$ cat src/rtl/mul_div_unit.sv
// Iterative RV32M multiply/divide unit: shift-add multiply and restoring divide,
// one bit per clock, with a start/busy/done handshake toward register write-back.
module mul_div_unit #(
    parameter int reg_addr_width = 5,
    parameter int reg_data_width = 32
) (
    input  logic                      clk,
    input  logic                      rst_n,
    input  logic                      start,
    input  logic [2:0]                funct3,
    input  logic [reg_data_width-1:0] op_a,
    input  logic [reg_data_width-1:0] op_b,
    input  logic [reg_addr_width-1:0] rd_in,
    output logic                      busy,
    output logic                      done,
    output logic [reg_data_width-1:0] result,
    output logic [reg_addr_width-1:0] rd_out
);

    localparam int W  = reg_data_width;
    localparam int CW = $clog2(W);
    localparam logic [W-1:0] MIN_NEG = {1'b1, {(W-1){1'b0}}};

    typedef enum logic [1:0] {IDLE, CALC, DONE} state_e;

    state_e                    state_q, state_d;
    logic [2:0]                op_q, op_d;
    logic [reg_addr_width-1:0] rd_q, rd_d;
    logic [CW-1:0]             cnt_q, cnt_d;
    logic [W-1:0]              opnd_q, opnd_d;   // multiplicand or divisor magnitude
    logic [2*W-1:0]            acc_q, acc_d;     // product, or quotient in the low half
    logic [W-1:0]              rem_q, rem_d;
    logic                      neg_q, neg_d;
    logic                      rem_neg_q, rem_neg_d;
    logic [W-1:0]              result_q, result_d;

    logic         is_div, signed_a, signed_b, sign_a, sign_b;
    logic         div_zero, div_ovf;
    logic [W-1:0] mag_a, mag_b;

    // Operand decode at the start edge: signedness, magnitudes and special cases.
    always_comb begin
        is_div   = funct3[2];
        signed_a = is_div ? ~funct3[0] : (funct3[1:0] == 2'b01 || funct3[1:0] == 2'b10);
        signed_b = is_div ? ~funct3[0] : (funct3[1:0] == 2'b01);
        sign_a   = signed_a & op_a[W-1];
        sign_b   = signed_b & op_b[W-1];
        mag_a    = sign_a ? -op_a : op_a;
        mag_b    = sign_b ? -op_b : op_b;
        div_zero = is_div && (op_b == '0);
        div_ovf  = is_div && !funct3[0] && (op_a == MIN_NEG) && (op_b == '1);
    end

    logic [W:0]     mul_sum;
    logic [2*W-1:0] mul_next, prod_fixed;
    logic [W:0]     div_shift, div_trial;
    logic           div_fits;
    logic [W-1:0]   rem_next, div_quo, quo_fixed, rem_fixed;

    // One iteration of each datapath, plus the sign-corrected final values.
    always_comb begin
        mul_sum    = {1'b0, acc_q[2*W-1:W]} + (acc_q[0] ? {1'b0, opnd_q} : '0);
        mul_next   = {mul_sum, acc_q[W-1:1]};
        div_shift  = {rem_q, acc_q[W-1]};
        div_trial  = div_shift - {1'b0, opnd_q};
        div_fits   = ~div_trial[W];
        rem_next   = div_fits ? div_trial[W-1:0] : div_shift[W-1:0];
        div_quo    = {acc_q[W-2:0], div_fits};
        prod_fixed = neg_q ? -mul_next : mul_next;
        quo_fixed  = neg_q ? -div_quo : div_quo;
        rem_fixed  = rem_neg_q ? -rem_next : rem_next;
    end

    always_comb begin
        // NOTE: every target gets a hold-value default first so no path infers a latch.
        state_d   = state_q;
        op_d      = op_q;
        rd_d      = rd_q;
        cnt_d     = cnt_q;
        opnd_d    = opnd_q;
        acc_d     = acc_q;
        rem_d     = rem_q;
        neg_d     = neg_q;
        rem_neg_d = rem_neg_q;
        result_d  = result_q;

        unique case (state_q)
            IDLE: begin
                if (start) begin
                    op_d      = funct3;
                    rd_d      = rd_in;
                    cnt_d     = CW'(W - 1);
                    neg_d     = sign_a ^ sign_b;
                    rem_neg_d = sign_a;
                    opnd_d    = is_div ? mag_b : mag_a;
                    acc_d     = {{W{1'b0}}, (is_div ? mag_a : mag_b)};
                    rem_d     = '0;
                    if (div_zero) begin
                        result_d = funct3[1] ? op_a : '1;
                        state_d  = DONE;
                    end else if (div_ovf) begin
                        result_d = funct3[1] ? '0 : MIN_NEG;
                        state_d  = DONE;
                    end else begin
                        state_d = CALC;
                    end
                end
            end
            CALC: begin
                cnt_d = cnt_q - CW'(1);
                if (op_q[2]) begin
                    acc_d = {acc_q[2*W-1:W], div_quo};
                    rem_d = rem_next;
                end else begin
                    acc_d = mul_next;
                end
                if (cnt_q == '0) begin
                    cnt_d   = '0;
                    state_d = DONE;
                    if (op_q[2])
                        result_d = op_q[1] ? rem_fixed : quo_fixed;
                    else
                        result_d = (op_q[1:0] == 2'b00) ? prod_fixed[W-1:0] : prod_fixed[2*W-1:W];
                end
            end
            DONE: state_d = IDLE;
            default: state_d = IDLE;
        endcase
    end

    always_ff @(posedge clk or negedge rst_n) begin
        if (!rst_n) begin
            state_q   <= IDLE;
            op_q      <= '0;
            rd_q      <= '0;
            cnt_q     <= '0;
            opnd_q    <= '0;
            acc_q     <= '0;
            rem_q     <= '0;
            neg_q     <= 1'b0;
            rem_neg_q <= 1'b0;
            result_q  <= '0;
        end else begin
            state_q   <= state_d;
            op_q      <= op_d;
            rd_q      <= rd_d;
            cnt_q     <= cnt_d;
            opnd_q    <= opnd_d;
            acc_q     <= acc_d;
            rem_q     <= rem_d;
            neg_q     <= neg_d;
            rem_neg_q <= rem_neg_d;
            result_q  <= result_d;
        end
    end

    assign busy   = (state_q != IDLE);
    assign done   = (state_q == DONE);
    assign result = result_q;
    assign rd_out = rd_q;

endmodule

$ cat config.mk
export PLATFORM = sky130hd
export DESIGN_NAME = mul_div_unit
export DESIGN_NICKNAME = d
export VERILOG_FILES = /design/src/rtl/mul_div_unit.sv
export SDC_FILE = /design/constraint.sdc
export NUM_CORES = 1
export LEC_CHECK = 0
export ABC_AREA = 1
export CAP_MARGIN = 30
export CELL_PAD_IN_SITES_DETAIL_PLACEMENT = 1
export CELL_PAD_IN_SITES_GLOBAL_PLACEMENT = 1
export CORE_MARGIN = 3
export CORE_UTILIZATION = 30
export CTS_BUF_LIST = sky130_fd_sc_hd__clkbuf_8
export CTS_CLUSTER_DIAMETER = 40
export DETAILED_ROUTE_END_ITERATION = 10
export MAX_ROUTING_LAYER = met4
export PLACE_DENSITY = 0.69
export SETUP_SLACK_MARGIN = 0.1
export SLEW_MARGIN = 20
export SYNTH_ARGS = -nofsm -noshare
export SYNTH_HDL_FRONTEND = slang
export SYNTH_SLANG_ARGS = --single-unit
$ cat constraint.sdc
create_clock -name clk -period 7.9 [get_ports clk]
set_input_delay 1.185 -clock clk [delete_from_list [all_inputs] [get_ports clk]]
set_output_delay 1.185 -clock clk [all_outputs]
set_load 0.01 [all_outputs]
After elaboration in Yosys (flattened, before gate mapping):

Index checks and enable logic that the tools add are counted.

* $add $sub $neg: 8
* reductions and logical operators: 18
* mux-type cells: 35
* equality and inequality tests: 11
* bitwise logic cells: 5

Operator list (count)
* 32-bit 2-to-1 mux: 19
* 64-bit 2-to-1 mux: 3
* 32-bit negator: 4
* 32-bit one-hot mux with 2 select lines: 2
* 64-bit one-hot mux with 2 select lines: 1
* 32-bit == test (second input constant): 2
* 64-bit negator: 1
* 32-bit by 32-bit adder with 33-bit output: 1
* 33-bit by 32-bit subtractor with 33-bit output: 1
* 32-bit logical NOT: 1
* 5-bit 2-to-1 mux: 2
* 5-bit one-hot mux with 2 select lines: 1
* 2-bit 2-to-1 mux: 4
* 2-bit inequality test (second input constant): 4
* 2-bit AND reduction: 3
* 3-bit AND reduction: 2
* 5-bit logical NOT: 1
* 5-bit by 1-bit subtractor with 5-bit output (second input constant): 1
* 2-bit by 1-bit == test with 1-bit output (second input constant): 2
* 2-bit == test (second input constant): 2
* 1-bit logical AND: 4
* 2-bit logical NOT: 2
* 2-bit one-hot mux with 2 select lines: 1
* 4-bit AND reduction: 1
* 8 further kinds: 12

* word-level logic and storage cells: 88
* register bits after elaboration: 177
* input bits: 75

Depth between registers and ports, before layout:

* depth after elaboration: 8
* mapped depth: 29
* depth with buffers taken out: 28

Worst setup path after synthesis:

OpenSTA, ideal clock, no wires.

* kind: input port to flip-flop
* start: input funct3[1]
* end: register acc_q[21]
* cell stages on the path: 13
* required time: 7.821 ns
* buffers on the path: 2
* arrival: 3.362 ns
* library setup time: 0.079 ns
* setup slack: 4.458 ns
* cell sequence: clkbuf_1 > inv_1 > clkbuf_1 > ha_1 > nand2_1 > nand2_1 > nor2_1 > clkinv_1 > o21ai_0 > xor2_1 > o21ai_0 > a21oi_1 > a2bb2oi_1

* word-level cells in the longest chain between the ends: 8

RTL lines
* from (decl): RTL line 10 `input logic [2:0] funct3,`
* 2-bit by 1-bit == test with 1-bit output / 2-bit == test (equally long branches): RTL line 44, 45
* 1-bit logical OR: RTL line 44 `signed_a = is_div ? ~funct3[0] : (funct3[1:0] == 2'b01 || funct3[1:0] == 2'b10);`
* 1-bit 2-to-1 mux: RTL line 44
* 1-bit bitwise AND: RTL line 46 `sign_a = signed_a & op_a[W-1];`
* 32-bit 2-to-1 mux: RTL line 48 `mag_a = sign_a ? -op_a : op_a;`
* 32-bit 2-to-1 mux (*): RTL line 96 `acc_d = {{W{1'b0}}, (is_div ? mag_a : mag_b)};`
* 64-bit 2-to-1 mux (*): RTL line 89 `if (start) begin`
* 64-bit one-hot mux with 2 select lines (*): RTL line 87 `unique case (state_q)`
* to (signal assigned): RTL line 138 `acc_q <= '0;`
* to (signal assigned): RTL line 149 `acc_q <= acc_d;`
* to (decl): RTL line 31 `logic [2*W-1:0] acc_q, acc_d;`

Every way passes the cells marked *; elsewhere a longest branch is shown, timed or not. The select of a mux whose other input is x is not followed.
A chain may end at the register's enable or synchronous reset.

Worst setup path after layout:

* start: register acc_q[31]
* end: register result_q[16], in the netlist result[16]

* word-level cells in the longest chain between the ends: 8

RTL lines
* 33-bit by 32-bit subtractor with 33-bit output: RTL line 65 `div_trial = div_shift - {1'b0, opnd_q};`
* 32-bit 2-to-1 mux / 1-bit NOT (equally long branches): RTL line 67, 66
* 32-bit negator, on equally long branches: RTL line 71, 70
* 32-bit 2-to-1 mux, on equally long branches: RTL line 71, 70
* 32-bit 2-to-1 mux: RTL line 121 `result_d = op_q[1] ? rem_fixed : quo_fixed;`
* 32-bit 2-to-1 mux (*): RTL line 120 `if (op_q[2])`
* 32-bit 2-to-1 mux (*): RTL line 117 `if (cnt_q == '0) begin`
* 32-bit one-hot mux with 2 select lines (*): RTL line 87
* to (signal assigned): RTL line 153 `result_q <= result_d;`
* to (decl): RTL line 35 `logic [W-1:0] result_q, result_d;`

Marked as above.

==> flow_summary.ini <==
[sta]
rsz0062_at_grt = false
final-hold-violation-count = 0
min_period_ns = 5.132
clock.fmax_ghz = 0.1949
layout_setup_ws_ns = 2.768
final_max_slew_viol_count = 0
finalSetupViolCount = 0
period_share_pct = 64.96
tightestPinTransition_ns = 1.233
slew_headroom_pct = 16.74
skew_ns = 0.02625
tns_ns = 0

[pwr]
p_leak_nw = 10.68
peakVddDrop_mv = 0.3131
powerDensity_nw_per_um2 = 529.8
totalPowerFinal_mw = 11.52

[clock_tree]
postCtsHoldBufs = 0
cts_tree = done
cts_max_level = 4
cts_setup_buffers = 0
cts_buffers = 17
cts_resized = 0
clk_pin_slew_ns = 0.12
cts_sinks = 177
clk-insertion-delay-late_ns = 0.61
root_buffer = clkbuf_8
cts.path.max_buffers = 2

[yosys]
netlist.area_leader.share_pct = 22.84
synth_compound_area_share_pct = 18.34
synth_top_family_by_area = simple AND/OR/NAND/NOR gates
yosysMostFrequentCell = nand2_1
muxShareOfSynthArea_pct = 0
yosys_warnings = 0
yosys-top-cells-area = dfrtp_1, nand2_1, inv_1, nand3_1, nor2_1
yosys.area_share.simple_pct = 37.58
synth_cells = 3187
synth_top_area_cell = dfrtp_1
synth_async_sr_flop_share_pct = 100.0
yosysUniqueCellTypes = 62
synth_adder_area_share_pct = 4.851
synthFlopType = dfrtp_1
synth_common_cells = nand2_1, inv_1, nor2_1
synthXorXnorAreaFrac_pct = 4.786
syn_avg_cell_area_um2 = 6.086
ys_seq_elements = 177
synth_edf_count = 0
syn_area_um2 = 19400
ys_seq_area_share_pct = 22.84
syn_nets = 3336

[critical_path]
cp_common_cell = nand2_1
crit_required_ns = 8.42
critPathSlowestCell = a2111oi_0
worst_setup_path_end_kind = flip-flop
critPathKind = flip-flop to flip-flop
cp_max_fo = 29
slowest_delay_ns = 0.80
cp_data_arrival_time_ns = 5.65
start_kind = flip-flop
path_cells = inv_1 > ha_1 > fa_1 > inv_1 > nand2_1 > nand2_1 > nand3_1 > nand2_2 > nand2_1 > nand2_2 > nand2_4 > nand3_2 > nand2_2 > ha_1 > nor2_1 > buf_4 > nor2_1 > a2111oi_0 > nor2_1 > o21ai_1 > nand2_1 > a21boi_1

[global_routing]
grt.overflow.total = 0
grt_pass1_wl_mm = 142.7
grt_usage_pct = 28.90
grt_pass1_vias = 22420
antenna_found_initial = 2
grt_max_degree = 71

[route]
wl_mm = 95.21
drt-wirelength-per-cell_um = 23.27
postRouteAntennaNets = 0
drt_pass1_iterations = 6
routed_via_density = 5.452
drc_errors = 0
num_vias = 22310
drt_iter0_markers = 1997

[cells_and_area]
nFillCells = 8474
area_growth_pct = 12.09
drive_gt1_share_pct = 5.703
utilization_pct = 34.22
layout.nets = 3381

[hold_path]
hp-class = flip-flop to flip-flop

[job]
drv_cap = 0

[placed_design]
dp_slack_ns = 2.553
portBuffers = 113
hpwl_mm = 77.75
gp_congestion = 1.005

[status]
status = finished, final reports clean

[floorplan]
initial_core_util_pct = 30.53
die_y_um = 260.3
die_x_um = 260.3
die-area_um2 = 67740
io_pins = 114
rows = 92
coreArea_um2 = 63540
worst max-delay path, delay by kind of cell, from the launching register on:
family	cells	cell delay (ns)
adders and majority gates	3	1.15
buffers and inverters	3	0.57
DFF	1	0.43
and+or+nand+nor	13	1.73
AOI/OAI and AO/OA	3	1.14
placed cells by master, fill, tap and decap left out, drive strengths merged, types with 2 or more instances in the layout:
master and n:
o311ai 2, inv 465, buf 32, o221ai 40, o2111ai 9, a2bb2oi 22, nand4 53, xor2 77
nand2 928, a221oi 17, o21bai 8, a21oi 175, o21ai 175, nor4 19, nand3 240, xnor2 29
and2 7, nor3 59, and3 2, a22oi 25, nand3b 23, a21boi 19, o22ai 34, diode 2
clkinv 6, clkinvlp 2, fa 2, dfrtp 177, a21o 6, or2 28, o31ai 4, clkdlybuf4s50 112
ha 72, o211ai 18, o21a 4, a31oi 9, clkbuf 18, nor2 318, a211oi 3
cells by family after synthesis:
family | Yosys count
xor+xnor | 106
flops | 177
simple gates | 1677
fa+ha+maj | 74
buf+inv | 579
compound gates | 574
per-layer routing:
metal / track usage (%) / share of wire, % / up-vias
met5: - / 0 / -
met1: 36.60 / 44 / 10840
li1: - / - / 10530
met4: 13.70 / 5.6 / 0
met2: 45.59 / 45 / 763
met3: 3.950 / 5.8 / 179
cell type report:
class / count / area, µm² / share of cell area, %
diodes: 2 / 5.005 / 0.02302
clock buffers: 17 / 234.0 / 1.076
clock inverters: 14 / 162.7 / 0.7482
inverters: 460 / 1727 / 7.942
multi-input cells: 2431 / 12730 / 58.56
flip-flops and latches: 177 / 4431 / 20.38
well taps: 846 / 1059 / 4.869
repair buffers: 145 / 1393 / 6.405
metrics by stage:
stage	cell area (µm²)	hold slack, ns	cells
after detailed placement	21310	0.4768	4058
after floorplan	19400	0.4498	3187
final	21740	0.5022	4092
after global routing	21740	0.5318	4092
after global placement	21310	0.4677	4057
after CTS	21710	0.4895	4089
power breakdown:
group          switching [mW]  leakage, nW  total, mW  internal [mW]
clock network           0.450        0.197      0.713          0.263
registers               0.506         2.17       1.84           1.33
logic                    6.26         8.31       8.97           2.70
flip-flops by register name (all words and copies together) (netlist names):
| signal | count |
|---|---|
| acc_q | 64 |
| opnd_q | 32 |
| rem_q | 32 |
| result | 32 |
| cnt_q | 5 |
| rd_out | 5 |
| op_q | 3 |
| state_q | 2 |
| neg_q | 1 |
| rem_neg_q | 1 |
final timing paths:
| path | endpoint | depth (start not counted) | slack (ns) | from |
|---|---|---|---|---|
| min in group asynchronous | cnt_q[3] | 1 | 0.53 | rst_n |
| max reg2reg | result[16] | 22 | 2.77 | acc_q[31] |
| min reg2reg | cnt_q[4] | 2 | 0.50 | cnt_q[4] |
| max in group asynchronous | rem_q[29] | 2 | 6.18 | rst_n |
| min | cnt_q[4] | 2 | 0.50 | cnt_q[4] |
| max | result[16] | 22 | 2.77 | acc_q[31] |
Note: power is estimated with default switching activity, not from simulation.
